**src/rtl/pump_valve_sequencer.sv**
```systemverilog
`default_nettype none
// ============================================================================
// Module      : pump_valve_sequencer
// Description : Sequences the three air lines of a 3-valve peristaltic pump
//               and the air lines of NUM_CH downstream isolation valves. It
//               dispenses a requested number of pump strokes into one
//               selected outlet channel.
//               OPEN settles the outlet valve, PUMP runs six-phase strokes,
//               CLOSE settles the valve shut and DONE pulses completion.
// Revision    : 1.0 - initial release
// ----------------------------------------------------------------------------
// Ports
//   clk          in   system clock
//   rst          in   asynchronous active-high reset
//   req_valid    in   dispense request valid
//   req_ready    out  request accepted when high (IDLE only)
//   req_ch       in   target outlet channel
//   req_strokes  in   number of pump strokes to dispense
//   req_dir      in   (PUMP_REVERSE_EN only) 1 = draw from the outlet
//   abort        in   terminate the current dispense
//   air_valve1   out  pump inlet valve air (1 = pressurised = closed)
//   air_dc       out  pump displacement chamber air
//   air_valve2   out  pump outlet valve air
//   air_out      out  outlet valve air, one bit per channel (1 = closed)
//   busy         out  dispense in progress (OPEN, PUMP, CLOSE)
//   done         out  one-cycle completion pulse
//   strokes_done out  strokes completed in the last or current dispense
// Build option
//   PUMP_REVERSE_EN : adds req_dir and reverse phase order with v1/v2 swapped
// ============================================================================
module pump_valve_sequencer #(
    parameter int NUM_CH     = 4,
    parameter int PHASE_CYC  = 8,
    parameter int SETTLE_CYC = 4,
    parameter int CNT_W      = 8
) (
    input  logic                                           clk,
    input  logic                                           rst,
    input  logic                                           req_valid,
    output logic                                           req_ready,
    input  logic [((NUM_CH > 1) ? $clog2(NUM_CH) : 1)-1:0] req_ch,
    input  logic [CNT_W-1:0]                               req_strokes,
`ifdef PUMP_REVERSE_EN
    input  logic                                           req_dir,
`endif
    input  logic                                           abort,
    output logic                                           air_valve1,
    output logic                                           air_dc,
    output logic                                           air_valve2,
    output logic [NUM_CH-1:0]                              air_out,
    output logic                                           busy,
    output logic                                           done,
    output logic [CNT_W-1:0]                               strokes_done
);

    localparam int CH_W  = (NUM_CH > 1) ? $clog2(NUM_CH) : 1;
    localparam int TMAX  = (PHASE_CYC > SETTLE_CYC) ? PHASE_CYC : SETTLE_CYC;
    localparam int TMR_W = (TMAX > 1) ? $clog2(TMAX) : 1;

    localparam logic [TMR_W-1:0] PHASE_LAST  = TMR_W'(PHASE_CYC - 1);
    localparam logic [TMR_W-1:0] SETTLE_LAST = TMR_W'(SETTLE_CYC - 1);
    localparam logic [2:0]       PHASE_FINAL = 3'd5;
    localparam logic [CH_W:0]    CH_LIMIT    = (CH_W + 1)'(NUM_CH);

    typedef enum logic [2:0] {
        ST_IDLE  = 3'd0,
        ST_OPEN  = 3'd1,
        ST_PUMP  = 3'd2,
        ST_CLOSE = 3'd3,
        ST_DONE  = 3'd4
    } state_t;

    state_t             state_q, state_d;
    logic [TMR_W-1:0]   tmr_q, tmr_d;
    logic [2:0]         phase_q, phase_d;
    logic [CH_W-1:0]    ch_q, ch_d;
    logic [CNT_W-1:0]   target_q, target_d;
    logic [CNT_W-1:0]   strokes_q, strokes_d;
    logic               dir_q, dir_d;

    logic               w_req_dir;
    logic               w_req_null;
    logic [CNT_W-1:0]   w_strokes_inc;
    logic [2:0]         w_eff_phase;
    logic [2:0]         w_pattern;

`ifdef PUMP_REVERSE_EN
    assign w_req_dir = req_dir;
`else
    assign w_req_dir = 1'b0;
`endif

    // A zero-stroke or out-of-range request completes without opening a valve.
    assign w_req_null    = (req_strokes == '0) || ({1'b0, req_ch} >= CH_LIMIT);
    assign w_strokes_inc = strokes_q + CNT_W'(1);

    // ------------------------------------------------------------------------
    // State register
    // ------------------------------------------------------------------------
    always_ff @(posedge clk or posedge rst) begin
        if (rst) begin
            state_q   <= ST_IDLE;
            tmr_q     <= '0;
            phase_q   <= '0;
            ch_q      <= '0;
            target_q  <= '0;
            strokes_q <= '0;
            dir_q     <= 1'b0;
        end else begin
            state_q   <= state_d;
            tmr_q     <= tmr_d;
            phase_q   <= phase_d;
            ch_q      <= ch_d;
            target_q  <= target_d;
            strokes_q <= strokes_d;
            dir_q     <= dir_d;
        end
    end

    // ------------------------------------------------------------------------
    // Next-state logic
    // ------------------------------------------------------------------------
    always_comb begin
        state_d   = state_q;
        tmr_d     = tmr_q;
        phase_d   = phase_q;
        ch_d      = ch_q;
        target_d  = target_q;
        strokes_d = strokes_q;
        dir_d     = dir_q;

        case (state_q)
            ST_IDLE: begin
                if (req_valid) begin
                    ch_d      = req_ch;
                    target_d  = req_strokes;
                    dir_d     = w_req_dir;
                    strokes_d = '0;
                    tmr_d     = '0;
                    phase_d   = '0;
                    state_d   = w_req_null ? ST_DONE : ST_OPEN;
                end
            end

            ST_OPEN: begin
                if (abort) begin
                    state_d = ST_CLOSE;
                    tmr_d   = '0;
                end else if (tmr_q == SETTLE_LAST) begin
                    state_d = ST_PUMP;
                    tmr_d   = '0;
                    phase_d = '0;
                end else begin
                    tmr_d = tmr_q + TMR_W'(1);
                end
            end

            ST_PUMP: begin
                if (tmr_q == PHASE_LAST) begin
                    tmr_d = '0;
                    if (phase_q == PHASE_FINAL) begin
                        // Stroke finished: count it. The compare uses the
                        // incremented value, so the counter stops at the
                        // target and never wraps even for an all-ones count.
                        phase_d   = '0;
                        strokes_d = w_strokes_inc;
                        if (w_strokes_inc == target_q) begin
                            state_d = ST_CLOSE;
                        end
                    end else begin
                        phase_d = phase_q + 3'd1;
                    end
                end else begin
                    tmr_d = tmr_q + TMR_W'(1);
                end
                // Abort overrides phase sequencing; a stroke is only counted
                // if its final phase ends on this same edge.
                if (abort) begin
                    state_d = ST_CLOSE;
                    tmr_d   = '0;
                end
            end

            ST_CLOSE: begin
                if (tmr_q == SETTLE_LAST) begin
                    state_d = ST_DONE;
                    tmr_d   = '0;
                end else begin
                    tmr_d = tmr_q + TMR_W'(1);
                end
            end

            ST_DONE: begin
                state_d = ST_IDLE;
            end

            default: begin
                state_d = ST_IDLE;
            end
        endcase
    end

    // ------------------------------------------------------------------------
    // Pump phase pattern (v1, dc, v2). Reverse runs P5..P0 with v1/v2 swapped.
    // ------------------------------------------------------------------------
    always_comb begin
        w_eff_phase = dir_q ? (PHASE_FINAL - phase_q) : phase_q;
        case (w_eff_phase)
            3'd0:    w_pattern = 3'b011;
            3'd1:    w_pattern = 3'b001;
            3'd2:    w_pattern = 3'b101;
            3'd3:    w_pattern = 3'b100;
            3'd4:    w_pattern = 3'b110;
            default: w_pattern = 3'b111;
        endcase
        if (dir_q) begin
            w_pattern = {w_pattern[0], w_pattern[1], w_pattern[2]};
        end
    end

    // ------------------------------------------------------------------------
    // Outputs decoded from registered state only, so an asynchronous reset
    // closes every air line immediately.
    // ------------------------------------------------------------------------
    always_comb begin
        air_valve1 = 1'b1;
        air_dc     = 1'b1;
        air_valve2 = 1'b1;
        air_out    = '1;
        if (state_q == ST_PUMP) begin
            {air_valve1, air_dc, air_valve2} = w_pattern;
        end
        if ((state_q == ST_OPEN) || (state_q == ST_PUMP)) begin
            // Only the captured channel opens; ch_q is always in range here.
            for (int i = 0; i < NUM_CH; i++) begin
                if (ch_q == CH_W'(i)) begin
                    air_out[i] = 1'b0;
                end
            end
        end
    end

    assign req_ready    = (state_q == ST_IDLE);
    assign busy         = (state_q == ST_OPEN) || (state_q == ST_PUMP) ||
                          (state_q == ST_CLOSE);
    assign done         = (state_q == ST_DONE);
    assign strokes_done = strokes_q;

endmodule
`default_nettype wire

```
**config.mk**
```make
export PLATFORM = sky130hd
export DESIGN_NAME = pump_valve_sequencer
export DESIGN_NICKNAME = d
export VERILOG_FILES = /design/src/rtl/pump_valve_sequencer.sv
export SDC_FILE = /design/constraint.sdc
export NUM_CORES = 1
export LEC_CHECK = 0
export ABC_CLOCK_PERIOD_IN_PS = 2400
export BUFFER_PORTS_ARGS = -buffer_cell sky130_fd_sc_hd__clkbuf_2
export CORE_MARGIN = 5
export CORE_UTILIZATION = 40
export DETAILED_ROUTE_END_ITERATION = 6
export MAX_ROUTING_LAYER = met4
export PLACE_DENSITY = 0.62
export SYNTH_ARGS = -nofsm -noshare
export SYNTH_HDL_FRONTEND = slang
export SYNTH_SLANG_ARGS = --single-unit
```
**constraint.sdc**
```tcl
create_clock -name clk -period 2.4 [get_ports clk]
set_clock_uncertainty 0.2 [all_clocks]
set_input_delay 0.12 -clock clk [delete_from_list [all_inputs] [get_ports clk]]
set_output_delay 0.12 -clock clk [all_outputs]
set_load 0.1 [all_outputs]
```
==> metrics.cfg <==
[routing]
drcViolationCount = 0
vias_per_cell = 5.446
drtPass1Iterations = 4
ant_nets = 0
wl_per_cell_um = 14.35
routed_wl_um = 3989
drtIter0Drc = 98
via_count = 1514

[grt]
grt.overflow.total = 0
grt_pass1_vias = 1422
antenna_found_initial = 0
grt_pass1_wl_um = 6789
grt_max_degree = 28
grt_util_all_layers_pct = 16.11

[sta]
fin_crit_sh_pct = 92.69
rsz0062_at_grt = no
worst_slack_ps = 175.4
hold_slack_ps = 209.9
tightest_slew_ps = 571.8
period_minus_slack_ps = 2225
finalHoldViolations = 0
final.setup.tns_ps = 0
fmax_ghz = 0.4495
setup_viol_count_final = 0
slew_viol_final = 0
max-slew-margin-rel_pct = 62.04

[clock_network]
path_clk_slew_ps = 90
cts_buffer_depth = 2
numCtsBuffers = 3
clock_sinks = 27
cts_tree = built
clock_latency_ps = 280
post_cts_buffers = 0
cts-root-buf = clkbuf_8
cts_max_level = 1

[placement]
post-dp-hpwl_um = 2933
port_buffers = 31
place_area_um2 = 1939
gp_congestion = 0.8055
dp_slack_ps = 242.7

[synth]
synth-xor-area-share_pct = 4.681
syn_inst = 182
synth_area_leader_cell = dfrtp_1
synthFlopType = dfrtp_1
synthMuxAreaShare_pct = 8.024
ys_top_cells_by_area = dfrtp_1 40%, mux2_2 4.7%, nand2_1 4.2%
synth_async_sr_flop_share_pct = 100.0
seq_area_frac_synth_pct = 40.12
synth_fa_ha_area_share_pct = 3.715
syn_nets = 201
synth_area_um2 = 1684
postSynthAreaPerCell_um2 = 9.253
synth_top_family_by_area = simple AND/OR/NAND/NOR gates
synth_top_area_share_pct = 40.12
ys_seq_elements = 27
synth_simple_gate_area_share_pct = 24.29
synth.distinct_cells = 45
synth_compound_area_share_pct = 16.57
synth_commonest_cells = 27 x dfrtp_1, 19 x nand2_1, 13 x nor2_1, 12 x o21ai_0
synth-edff-count = 0
synth_most_common_cell = dfrtp_1
yosysWarnings = 0

[min_path]
min_path_type = input pin to flop

[die]
dieArea_um2 = 5608
ios = 32
initial_utilization_pct = 41.80
die_w_um = 74.89
die_h_um = 74.89
std_cell_rows = 23
coreArea_um2 = 4029

[setup_path]
end_kind = primary output
crit_path_start_kind = flop
crit_required_ps = 2080
worstPathArrival_ps = 1900
worstPathMaxFanout = 8
crit_type = flop to primary output

[outcome]
outcome = completed

[layout]
design_area_um2 = 2110
drive_above_1_share_pct = 22.81
n_antenna_cell = 0
regArea_um2 = 679.4
nNetsFinal = 248
fillerInstances = 368
area_growth_pct = 25.26
multi_input_area_um2 = 975.9

[flow_run]
maxCapViolCount = 0

==> routing by layer <==
layer	vias to the layer above	wire length, µm	GRT usage, %
met1	717	1921	21.67
li1	756	-	-
met5	-	0	-
met4	0	41	4.150
met2	37	1851	25.73
met3	4	175	2.003
==> cells by family (layout without fill, tap and decap cells) <==
group | Yosys count | after routing
AOI/OAI and AO/OA | 42 | 42
xor gates and xnor gates | 9 | 9
adders and majority gates | 5 | 5
buffers and inverters | 10 | 56
DFF | 27 | 27
muxes | 12 | 12
and+or+nand+nor | 77 | 77
==> registers in the layout (all words and copies together) (netlist names) <==
name	cells
ch_q	2
phase_q	3
state_q	3
strokes_done	8
target_q	8
tmr_q	3
==> repair_timing <==
item                                    4_1_cts  5_1_grt
endpoints found under the setup margin        0        1
hold buffers                                 12        0
hold endpoints to repair                     39        0
resized for setup                             0        1
==> cell type report <==
cell class,instances,area share [%]
Timing Repair Buffer,48,15.54
Clock inverter,1,0.3559
Inverter,4,0.7117
Clock buffer,3,1.957
Multi-Input combinational cell,145,46.26
Tap cell,50,2.966
Sequential cell,27,32.21
==> stage by stage <==
stage / instances / utilization (%)
after floorplan: 182 / -
final: 278 / 52.36
after detailed placement: 262 / 48.14
after global placement: 262 / 48.14
after CTS: 278 / 52.33
after global routing: 278 / 52.36
==> path summary, 6_finish.rpt <==
kind                                       from     endpoint  slack, ps  cells after the start
worst max-delay path                 state_q[2]       air_dc        180                      5
worst min-delay path                  req_valid   state_q[2]        210                      4
worst max register to register  strokes_done[0]   state_q[0]        210                      6
worst min register to register      target_q[5]  target_q[5]        320                      1
max in group asynchronous                   rst   state_q[1]       1480                      4
min in group asynchronous                   rst  target_q[7]        230                      4
==> critical path, stage by stage (launching register included) <==
cell and delay, ps:
dfrtp_1 500, nor2_1 370, nand2_1 160, nor2_1 140
o21ai_1 80, clkbuf_2 370
==> placed cells by master (no fill, tap or decap), drive strengths merged, types with 6 or more instances in the layout <==
master	n
a21oi	7
o31ai	6
nor2	13
buf	6
dfrtp	27
dlygate4sd3	12
nand2b	6
o21ai	14
clkbuf	33
nand3	7
mux2	12
xor2	6
nand2	19
Power is left out: the tool's default activity adds up to more than one toggle a clock period on the data nets, which glitch-free logic cannot reach.
